File: src/rtl/pipeline_pkg.sv
// Shared pipeline types: the NOP used for bubbles and the fetch entry
// handed from the fetch stage to decode.
package pipeline_pkg;

    localparam int XLEN = 32;
    localparam logic [XLEN-1:0] NOP_INSTR = 32'h0000_0013;

    typedef struct packed {
        logic [XLEN-1:0] instr;
        logic [XLEN-1:0] pc;
    } fetch_entry_t;

    function automatic logic [XLEN-1:0] pcPlus4(input logic [XLEN-1:0] pc);
        return pc + XLEN'(4);
    endfunction

endpackage

File: src/rtl/fetch_stage_if.sv
// Instruction memory read port: one request per cycle, data returns the
// following cycle.
interface fetch_stage_if #(
    parameter int WIDTH = 32
);
    logic             imem_req;
    logic [WIDTH-1:0] imem_addr;
    logic [WIDTH-1:0] imem_rdata;

    modport master (output imem_req, output imem_addr, input  imem_rdata);
    modport slave  (input  imem_req, input  imem_addr, output imem_rdata);
endinterface

File: src/rtl/fetch_fifo.sv
// Small synchronous FIFO of fetch entries. The head is read straight from
// storage, so a word pushed this cycle is only visible from the next one.
module fetch_fifo
    import pipeline_pkg::*;
#(
    parameter int DEPTH = 2,
    localparam int AW = $clog2(DEPTH),
    localparam int CW = $clog2(DEPTH + 1)
) (
    input  logic          clk,
    input  logic          rst_n,
    input  logic          i_push,
    input  logic          i_pop,
    input  logic          i_clear,
    input  fetch_entry_t  i_data,
    output fetch_entry_t  o_head,
    output logic [CW-1:0] o_count
);

    fetch_entry_t  r_mem [DEPTH];
    logic [AW-1:0] r_wrPtr;
    logic [AW-1:0] r_rdPtr;
    logic [CW-1:0] r_count;

    always_ff @(posedge clk) begin
        if (i_push && !i_clear) begin
            r_mem[r_wrPtr] <= i_data;
        end
    end

    // Pointers wrap naturally because DEPTH is a power of two.
    always_ff @(posedge clk) begin
        if (!rst_n || i_clear) begin
            r_wrPtr <= '0;
            r_rdPtr <= '0;
            r_count <= '0;
        end else begin
            if (i_push) begin
                r_wrPtr <= r_wrPtr + AW'(1);
            end
            if (i_pop) begin
                r_rdPtr <= r_rdPtr + AW'(1);
            end
            case ({i_push, i_pop})
                2'b10:   r_count <= r_count + CW'(1);
                2'b01:   r_count <= r_count - CW'(1);
                default: r_count <= r_count;
            endcase
        end
    end

    assign o_head  = r_mem[r_rdPtr];
    assign o_count = r_count;

    pushNotFull: assert property (@(posedge clk) disable iff (!rst_n)
        (i_push && !i_pop && !i_clear) |-> (r_count < CW'(DEPTH)));

endmodule

File: src/rtl/fetch_stage.sv
// Fetch stage: PC generation, instruction memory requests, latency-absorbing
// FIFO and the registered Fetch/Decode boundary.
module fetch_stage
    import pipeline_pkg::*;
#(
    parameter int               WIDTH      = XLEN,
    parameter logic [WIDTH-1:0] RESET_PC   = '0,
    parameter int               FIFO_DEPTH = 2
) (
    input  logic             clk,
    input  logic             rst_n,
    fetch_stage_if.master    imem,
    input  logic             StallD,
    input  logic             FlushD,
    input  logic             PCSrcE,
    input  logic [WIDTH-1:0] PCTargetE,
    output logic [WIDTH-1:0] InstrD,
    output logic [WIDTH-1:0] PCD,
    output logic [WIDTH-1:0] PCPlus4D,
    output logic             ValidD
);

    localparam int CW = $clog2(FIFO_DEPTH + 1);

    logic [WIDTH-1:0] r_pcF;
    logic             r_reqQ;
    logic [WIDTH-1:0] r_pcQ;

    logic             w_pop;
    logic             w_push;
    logic             w_issue;
    logic [WIDTH-1:0] w_addr;
    logic [CW-1:0]    w_count;
    logic [CW:0]      w_occ;
    fetch_entry_t     w_head;
    fetch_entry_t     w_pushData;

    assign w_pop  = !StallD && !FlushD && !PCSrcE && (w_count != '0);
    assign w_push = r_reqQ && !PCSrcE;

    // Occupancy after this cycle counts the response still in flight, so a
    // full FIFO under stall always has room for the word already requested.
    assign w_occ   = {1'b0, w_count} + (CW+1)'(r_reqQ) - (CW+1)'(w_pop);
    assign w_issue = rst_n && (PCSrcE || (w_occ < (CW+1)'(FIFO_DEPTH)));
    assign w_addr  = PCSrcE ? PCTargetE : r_pcF;

    assign imem.imem_req  = w_issue;
    assign imem.imem_addr = w_addr;

    assign w_pushData.instr = imem.imem_rdata;
    assign w_pushData.pc    = r_pcQ;

    fetch_fifo #(
        .DEPTH (FIFO_DEPTH)
    ) u_fifo (
        .clk     (clk),
        .rst_n   (rst_n),
        .i_push  (w_push),
        .i_pop   (w_pop),
        .i_clear (PCSrcE),
        .i_data  (w_pushData),
        .o_head  (w_head),
        .o_count (w_count)
    );

    always_ff @(posedge clk) begin
        if (!rst_n) begin
            r_pcF  <= RESET_PC;
            r_reqQ <= 1'b0;
            r_pcQ  <= '0;
        end else begin
            r_reqQ <= w_issue;
            if (w_issue) begin
                r_pcQ <= w_addr;
                r_pcF <= w_addr + WIDTH'(4);
            end
        end
    end

    // A redirect squashes the boundary even under a decode stall.
    always_ff @(posedge clk) begin
        if (!rst_n) begin
            ValidD   <= 1'b0;
            InstrD   <= NOP_INSTR;
            PCD      <= '0;
            PCPlus4D <= '0;
        end else if (FlushD || PCSrcE) begin
            ValidD <= 1'b0;
            InstrD <= NOP_INSTR;
        end else if (StallD) begin
            ValidD <= ValidD;
        end else if (w_pop) begin
            ValidD   <= 1'b1;
            InstrD   <= w_head.instr;
            PCD      <= w_head.pc;
            PCPlus4D <= pcPlus4(w_head.pc);
        end else begin
            ValidD <= 1'b0;
            InstrD <= NOP_INSTR;
        end
    end

endmodule

File: src/flat_wrapper.sv
// flat-port wrapper written by rule: the top's interface ports become plain ports
module fetch_stage_flat import pipeline_pkg::*;
#(
    parameter int               WIDTH      = XLEN,
    parameter logic [WIDTH-1:0] RESET_PC   = '0,
    parameter int               FIFO_DEPTH = 2
)
  (clk, rst_n, StallD, FlushD, PCSrcE, PCTargetE, InstrD, PCD, PCPlus4D, ValidD, imem_imem_req, imem_imem_addr, imem_imem_rdata);
  fetch_stage_if #(.WIDTH(WIDTH)) imem_i ();
  input  logic clk;
  input  logic rst_n;
  input  logic StallD;
  input  logic FlushD;
  input  logic PCSrcE;
  input  logic [WIDTH-1:0] PCTargetE;
  output logic [WIDTH-1:0] InstrD;
  output logic [WIDTH-1:0] PCD;
  output logic [WIDTH-1:0] PCPlus4D;
  output logic ValidD;
  output wire logic [$bits(imem_i.imem_req)-1:0] imem_imem_req;
  output wire logic [$bits(imem_i.imem_addr)-1:0] imem_imem_addr;
  input wire logic [$bits(imem_i.imem_rdata)-1:0] imem_imem_rdata;
  assign imem_imem_req = imem_i.imem_req;
  assign imem_imem_addr = imem_i.imem_addr;
  assign imem_i.imem_rdata = imem_imem_rdata;
  fetch_stage #(.WIDTH(WIDTH), .RESET_PC(RESET_PC), .FIFO_DEPTH(FIFO_DEPTH)) u_core (.clk(clk), .rst_n(rst_n), .imem(imem_i), .StallD(StallD), .FlushD(FlushD), .PCSrcE(PCSrcE), .PCTargetE(PCTargetE), .InstrD(InstrD), .PCD(PCD), .PCPlus4D(PCPlus4D), .ValidD(ValidD));
endmodule
File: config.mk
export PLATFORM = sky130hd
export DESIGN_NAME = fetch_stage_flat
export DESIGN_NICKNAME = d
export VERILOG_FILES = /design/src/rtl/pipeline_pkg.sv /design/src/rtl/fetch_stage_if.sv /design/src/rtl/fetch_fifo.sv /design/src/rtl/fetch_stage.sv /design/src/flat_wrapper.sv
export SDC_FILE = /design/constraint.sdc
export NUM_CORES = 1
export LEC_CHECK = 0
export BUFFER_PORTS_ARGS = -buffer_cell sky130_fd_sc_hd__buf_2
export CAP_MARGIN = 20
export CORE_ASPECT_RATIO = 1.75
export CORE_MARGIN = 2
export CORE_UTILIZATION = 51
export DETAILED_ROUTE_END_ITERATION = 12
export PLACE_DENSITY = 0.79
export RECOVER_POWER = 50
export SKIP_LAST_GASP = 1
export SYNTH_ARGS = -nofsm -noshare
export SYNTH_HDL_FRONTEND = slang
export SYNTH_SLANG_ARGS = --single-unit
File: constraint.sdc
create_clock -name clk -period 5.1 [get_ports clk]
set_input_delay 1.02 -clock clk [delete_from_list [all_inputs] [get_ports clk]]
set_output_delay 1.02 -clock clk [all_outputs]
set_load 0.02 [all_outputs]
==> results of run 1 <==
[routing by layer]
layer	wire length, µm	share of wire	vias up
li1	-	-	4428
met1	11100	0.40	4280
met2	14000	0.51	285
met3	1340	0.049	64
met4	1050	0.038	0
met5	0	0	-
[power breakdown]
group	internal, mW	leakage, nW	switching [mW]
logic	0.118	1.83	0.213
registers	2.51	2.53	0.0503
clock network	0.986	0.374	0.821
[state kept, by name, indices dropped and copies added, names as in the netlist, named ones only]
signal	count
u_core.r_reqQ	1
u_core.PCD	30
u_core.r_pcQ	32
u_core.ValidD	1
u_core.u_fifo.r_wrPtr	1
u_core.u_fifo.r_rdPtr	1
u_core.InstrD	32
u_core.r_pcF	30
u_core.PCPlus4D	32
u_core.u_fifo.r_mem	128
u_core.u_fifo.o_count	2
[worst register-to-register path: cells and delay by family, from the launching register on]
kind                       cells  cell delay (ns)
AOI/OAI and AO/OA              1             0.13
xor gates and xnor gates       1             0.31
adders and majority gates      2             0.63
buffers and inverters          2             0.34
DFF                            1             0.43
and+or+nand+nor                6             1.77
[logic make-up after synthesis]
group	count (synthesis)	synth area share
AO/OA/AOI/OAI	204	0.112
XOR/XNOR	29	0.0211
adder cells (fa/ha/maj)	5	0.00581
buffers and inverters	93	0.0322
flip-flops	291	0.589
multiplexers	97	0.0828
AND/OR/NAND/NOR	389	0.157
[synthesized netlist by cell type, types with 5 or more instances]
cell type / number / area (µm²)
nand3_1: 84 / 420
or3_1: 8 / 50.1
nand2b_1: 6 / 37.5
a21oi_1: 52 / 260
nand2_1: 80 / 300
edfxtp_1: 128 / 3840
nor2_1: 121 / 454
o21ai_0: 50 / 250
or4_1: 13 / 97.6
buf_1: 13 / 48.8
nand3b_1: 17 / 128
clkbuf_1: 43 / 161
a211oi_1: 30 / 225
o211ai_1: 18 / 135
mux2_2: 22 / 248
buf_2: 10 / 50.1
a22o_1: 18 / 158
and3_1: 5 / 31.3
nor3_1: 12 / 60.1
nand4_1: 21 / 131
o311ai_0: 6 / 52.6
inv_1: 23 / 86.3
nand4b_1: 6 / 52.6
dfxtp_1: 163 / 3260
xnor2_1: 28 / 245
mux2i_1: 75 / 751
[how the worst max path moves through the flow]
stage                start                         to  slack (ns)
floorplan           PCSrcE  u_core.u_fifo.r_mem[0][0]       -0.23
global placement    PCSrcE              imem_imem_req        0.48
detailed placement  PCSrcE              imem_imem_req        0.43
CTS                 PCSrcE              imem_imem_req        0.44
global route        PCSrcE              imem_imem_req        0.16
finish              PCSrcE              imem_imem_req        0.35
[cell type report]
class,count,area [µm²],area share
sequential,291,7110,0.511
multi-input combinational,724,4590,0.330
timing repair buffer,213,965,0.0694
clock buffer,31,668,0.0480
tap,304,380,0.0273
clock inverter,14,108,0.00774
inverter,23,86.3,0.00621
==> results.py, run 1 <==
metrics = {
    "worst_setup_path": {
        "path_cells": "clkbuf_1 > or4_2 > inv_2 > ha_1 > nand2b_1 > fa_1 > xnor2_1 > a21oi_1 > nand2b_1 > inv_1 > buf_2",
        "critPathMaxFanout": 2,
        "crit_buf_inv": 4,
        "r2r-start": "u_core.u_fifo.o_count[1]",
        "start_kind": "primary input",
        "cp_common_cell": "nand2b_1",
        "crit_family": "simple AND/OR/NAND/NOR gates",
        "rr_endpoint": "u_core.r_pcF[21]",
        "rrSetupSlack_ns": 1.44,
        "worst-setup-path-type": "in -> out",
        "cpMaxStageDelayCell": "or4_2",
        "crit_arrival_ns": 3.73,
        "crit_cells": 11,
        "slowest_delay_ns": 0.71,
        "cp_data_required_time_ns": 4.08,
        "cp-end-kind": "primary output",
        "reg2regPathDepth": 12,
    },
    "cells_and_area": {
        "nets": 1352,
        "fillerInstances": 1991,
        "fin_util": 0.596,
        "final_cell_mix": "162 x dfxtp_1, 128 x edfxtp_1, 121 x clkbuf_1",
        "final_common_cell": "dfxtp_1",
        "drive_gt1_frac": 0.126,
        "final_area_mm2": 0.0139,
        "area_delta_synth_final_pct": 15.3,
        "stdcell_count": 1600,
        "antenna_cells": 0,
    },
    "floorplan": {
        "dieHeight_um": 207,
        "rows": 74,
        "core-area_mm2": 0.0233,
        "die_width_um": 120,
        "io-pin-count": 199,
        "start_util": 0.517,
        "fp.dieArea_mm2": 0.0249,
    },
    "global_routing": {
        "met1_usage": 0.252,
        "grt_first_pass_wirelength_mm": 43.5,
        "grt_usage": 0.213,
        "grt_start_max_net_pins": 94,
        "grt_pass1_vias": 8733,
        "met3_usage": 0.0269,
        "grt-ovfl-total": 0,
        "met2_usage": 0.379,
        "antenna_found_initial": 0,
        "top_usage_layer": "met2",
    },
    "sta": {
        "fin_setup_tns_ns": 0,
        "drv_slew": 94,
        "skew_ns": 0.0165,
        "clock.fmax_mhz": 210,
        "final-hold-violation-count": 0,
        "setup_ws_ns": 0.345,
        "fin_crit_ns": 4.75,
        "rsz0062_at_grt": "no",
        "worst_pin_slew_ns": 1.70,
        "setup_viol": 0,
        "relSlewSlack": -0.134,
        "hold_slack_ns": 0.456,
        "post-route-period-util": 0.932,
    },
    "route": {
        "postRouteAntennaNets": 0,
        "vias_per_cell": 5.66,
        "num_vias": 9057,
        "drt_iter0_markers": 568,
        "wl_mm": 27.5,
        "wl_per_cell_um": 17.2,
        "drc_errors": 0,
        "firstDrtPassIters": 7,
    },
    "min_path": {
        "hold_start": "u_core.r_pcQ[1]",
        "hold_depth": 0,
        "min_path_type": "reg -> reg",
        "whs_endpoint": "u_core.u_fifo.r_mem[0][1]",
    },
    "logic_synthesis": {
        "netlist_instances": 1108,
        "yosysWarnings": 0,
        "synth_edf_count": 128,
        "ys_ff_latch": 291,
        "yosysSeqAreaShare": 0.589,
        "synth_fp_nets": 1182,
        "synth-async-reset-ratio": 0,
        "ys_types": 57,
        "synth-main-ff-cell": "dfxtp_1",
        "syn_avg_cell_area_um2": 10.9,
        "mappedNetlistArea_mm2": 0.0121,
    },
    "power_and_ir_drop": {
        "ir_worst_vdd_v": 0.000227,
        "power_density_mw_per_mm2": 338,
        "p_leak_nw": 4.73,
        "report.power.total_mw": 4.70,
    },
    "clock_network": {
        "numCtsBuffers": 25,
        "insertion_delay_ns": 0.53,
        "clockBufferDepth": 3,
        "ctsHtreeMaxLevel": 1,
        "cts_tree": "yes",
        "root_buffer": "clkbuf_16",
        "cts.sinks": 291,
        "cts_setup_buffers": 0,
        "hold_buffers": 0,
        "cts.clk_slew.worst_paths_ns": 0.07,
        "cts_resized": 0,
    },
    "placement": {
        "dp.cells": 1555,
        "port_buffers": 198,
        "place_hpwl_mm": 19.2,
        "place_ws_ns": 0.434,
        "placed_area_mm2": 0.0133,
        "gp_congestion": 0.904,
    },
    "run": {
        "maxCapViolCount": 1,
    },
    "outcome": {
        "violations": "capacitance limit, slew limit",
        "status": "finished with violations",
    },
}
No activity file was read; power rests on OpenSTA's default activity.
==> run 2: changes to the inputs <==
Settings changed: MAX_ROUTING_LAYER from default to met4.
==> results.py, run 2 (synthesis results as in run 1) <==
metrics = {
    "outcome": {
        "status": "finished with violations",
        "violations": "capacitance limit, slew limit",
    },
    "cells_and_area": {
        "regMostFlops": "u_core.u_fifo.r_mem",
        "final_common_cell": "dfxtp_1",
        "nets": 1353,
        "final_cell_mix": "162 x dfxtp_1, 128 x edfxtp_1, 121 x clkbuf_1",
        "stdcell_count": 1603,
        "fillerInstances": 1940,
        "antenna_cells": 0,
        "largest_reg_flops": 128,
        "drive_gt1_frac": 0.131,
        "area_delta_synth_final_pct": 16.3,
        "fin_util": 0.601,
    },
    "route": {
        "drc_errors": 0,
        "firstDrtPassIters": 5,
        "wl_per_cell_um": 17.3,
        "num_vias": 9114,
        "postRouteAntennaNets": 0,
        "wl_mm": 27.8,
        "vias_per_cell": 5.69,
        "drt_iter0_markers": 402,
    },
    "sta": {
        "setup_viol": 0,
        "skew_ns": 0.00950,
        "clock.fmax_mhz": 213,
        "final-hold-violation-count": 0,
        "fin_crit_ns": 4.69,
        "rsz0062_at_grt": "no",
        "relSlewSlack": -0.141,
        "post-route-period-util": 0.919,
        "drv_slew": 128,
        "worst_pin_slew_ns": 1.71,
        "fin_setup_tns_ns": 0,
    },
    "floorplan": {
        "io-pin-count": 199,
        "die_width_um": 120,
        "dieHeight_um": 207,
        "rows": 74,
        "fp.dieArea_mm2": 0.0249,
        "start_util": 0.517,
        "core-area_mm2": 0.0233,
    },
    "min_path": {
        "hold_start": "u_core.PCPlus4D[11]",
        "min_path_type": "reg -> reg",
    },
    "global_routing": {
        "grt_usage": 0.224,
        "grt-ovfl-total": 0,
        "grt_start_max_net_pins": 94,
        "grt_first_pass_wirelength_mm": 44.5,
        "grt_pass1_vias": 9051,
        "antenna_found_initial": 0,
    },
    "placement": {
        "port_buffers": 198,
        "dp.cells": 1555,
        "gp_congestion": 0.920,
        "place_hpwl_mm": 19.4,
    },
    "power_and_ir_drop": {
        "p_leak_nw": 4.80,
        "power_density_mw_per_mm2": 349,
        "ir_worst_vdd_v": 0.000237,
        "report.power.total_mw": 4.89,
    },
    "worst_setup_path": {
        "rrSetupSlack_ns": 1.49,
        "reg2regPathDepth": 12,
        "rr_endpoint": "u_core.r_pcF[24]",
        "slowest_delay_ns": 0.67,
        "critPathMaxFanout": 2,
        "cpMaxStageDelayCell": "or4_2",
        "cp-end-kind": "primary output",
        "worst-setup-path-type": "in -> out",
        "crit_arrival_ns": 3.67,
        "path_cells": "buf_2 > or4_2 > inv_1 > ha_1 > nand2b_1 > fa_1 > xnor2_1 > a21oi_1 > nand2b_1 > inv_1 > buf_2",
        "cp_data_required_time_ns": 4.08,
        "r2r-start": "u_core.u_fifo.o_count[1]",
        "startpoint": "PCSrcE",
        "start_kind": "primary input",
        "endpoint": "imem_imem_req",
    },
    "clock_network": {
        "hold_buffers": 0,
        "cts_setup_buffers": 0,
        "insertion_delay_ns": 0.54,
        "ctsHtreeMaxLevel": 1,
        "cts.clk_slew.worst_paths_ns": 0.06,
        "clockBufferDepth": 3,
        "numCtsBuffers": 26,
        "root_buffer": "clkbuf_16",
        "cts.sinks": 291,
        "cts_tree": "yes",
        "cts_resized": 0,
    },
    "run": {
        "maxCapViolCount": 2,
    },
}
[run 2: cell count changes in the layout (fill, tap and decap cells not counted), moves of 2 or more]
cell        delta
clkinv_1       -6
clkinvlp_4     -2
clkbuf_16      +3
clkinv_2       +2
inv_6          +2
inv_1          +2
[run 2: cell type report]
class,instances,area (µm²),area share
Tap cell,304,380,0.0271
Multi-Input combinational cell,724,4590,0.327
Inverter,23,86.3,0.00616
Sequential cell,291,7110,0.507
Timing Repair Buffer,213,966,0.0689
Clock buffer,36,761,0.0543
Clock inverter,12,124,0.00884
[run 2: worst min-delay path by stage]
stage | to | slack [ns] | cells after the start
2_1_floorplan | u_core.r_pcF[31] | 0.42 | 2
3_3_place_gp | u_core.u_fifo.r_mem[0][0] | 0.43 | 0
3_5_place_dp | u_core.u_fifo.r_mem[1][5] | 0.44 | 0
5_1_grt | u_core.u_fifo.r_mem[1][5] | 0.47 | 0
4_1_cts | u_core.PCPlus4D[11] | 0.46 | 2
6_report | u_core.PCPlus4D[11] | 0.45 | 2
[run 2: through the flow]
| stage | worst slack (ns) | hold WS, ns | instance area (µm²) |
|---|---|---|---|
| finish | 0.415 | 0.454 | 14000 |
| global route | 0.176 | 0.474 | 14000 |
| CTS | 0.450 | 0.455 | 14200 |
| detailed placement | 0.441 | 0.442 | 13300 |
| global placement | 0.456 | 0.431 | 13300 |
| floorplan | -0.226 | 0.422 | 12100 |
[run 2: power breakdown]
part	total [mW]	switching (mW)	leakage [nW]	internal, mW
combinational	0.332	0.214	1.83	0.118
clock	1.99	0.841	0.443	1.15
sequential	2.57	0.0503	2.53	2.52
[run 2: worst max-delay path: cells and delay by family]
kind,cells,cell delay [ns]
fa+ha+maj,2,0.62
simple gates,3,1.07
xor+xnor,1,0.30
compound gates,1,0.14
buf+inv,4,0.51
[run 2: layer usage]
layer,vias up,GRT usage,wire length (µm)
met5,-,-,0
met1,4341,0.256,11000
met4,0,0.0946,995
met2,290,0.392,14400
li1,4419,-,-
met3,64,0.0288,1470
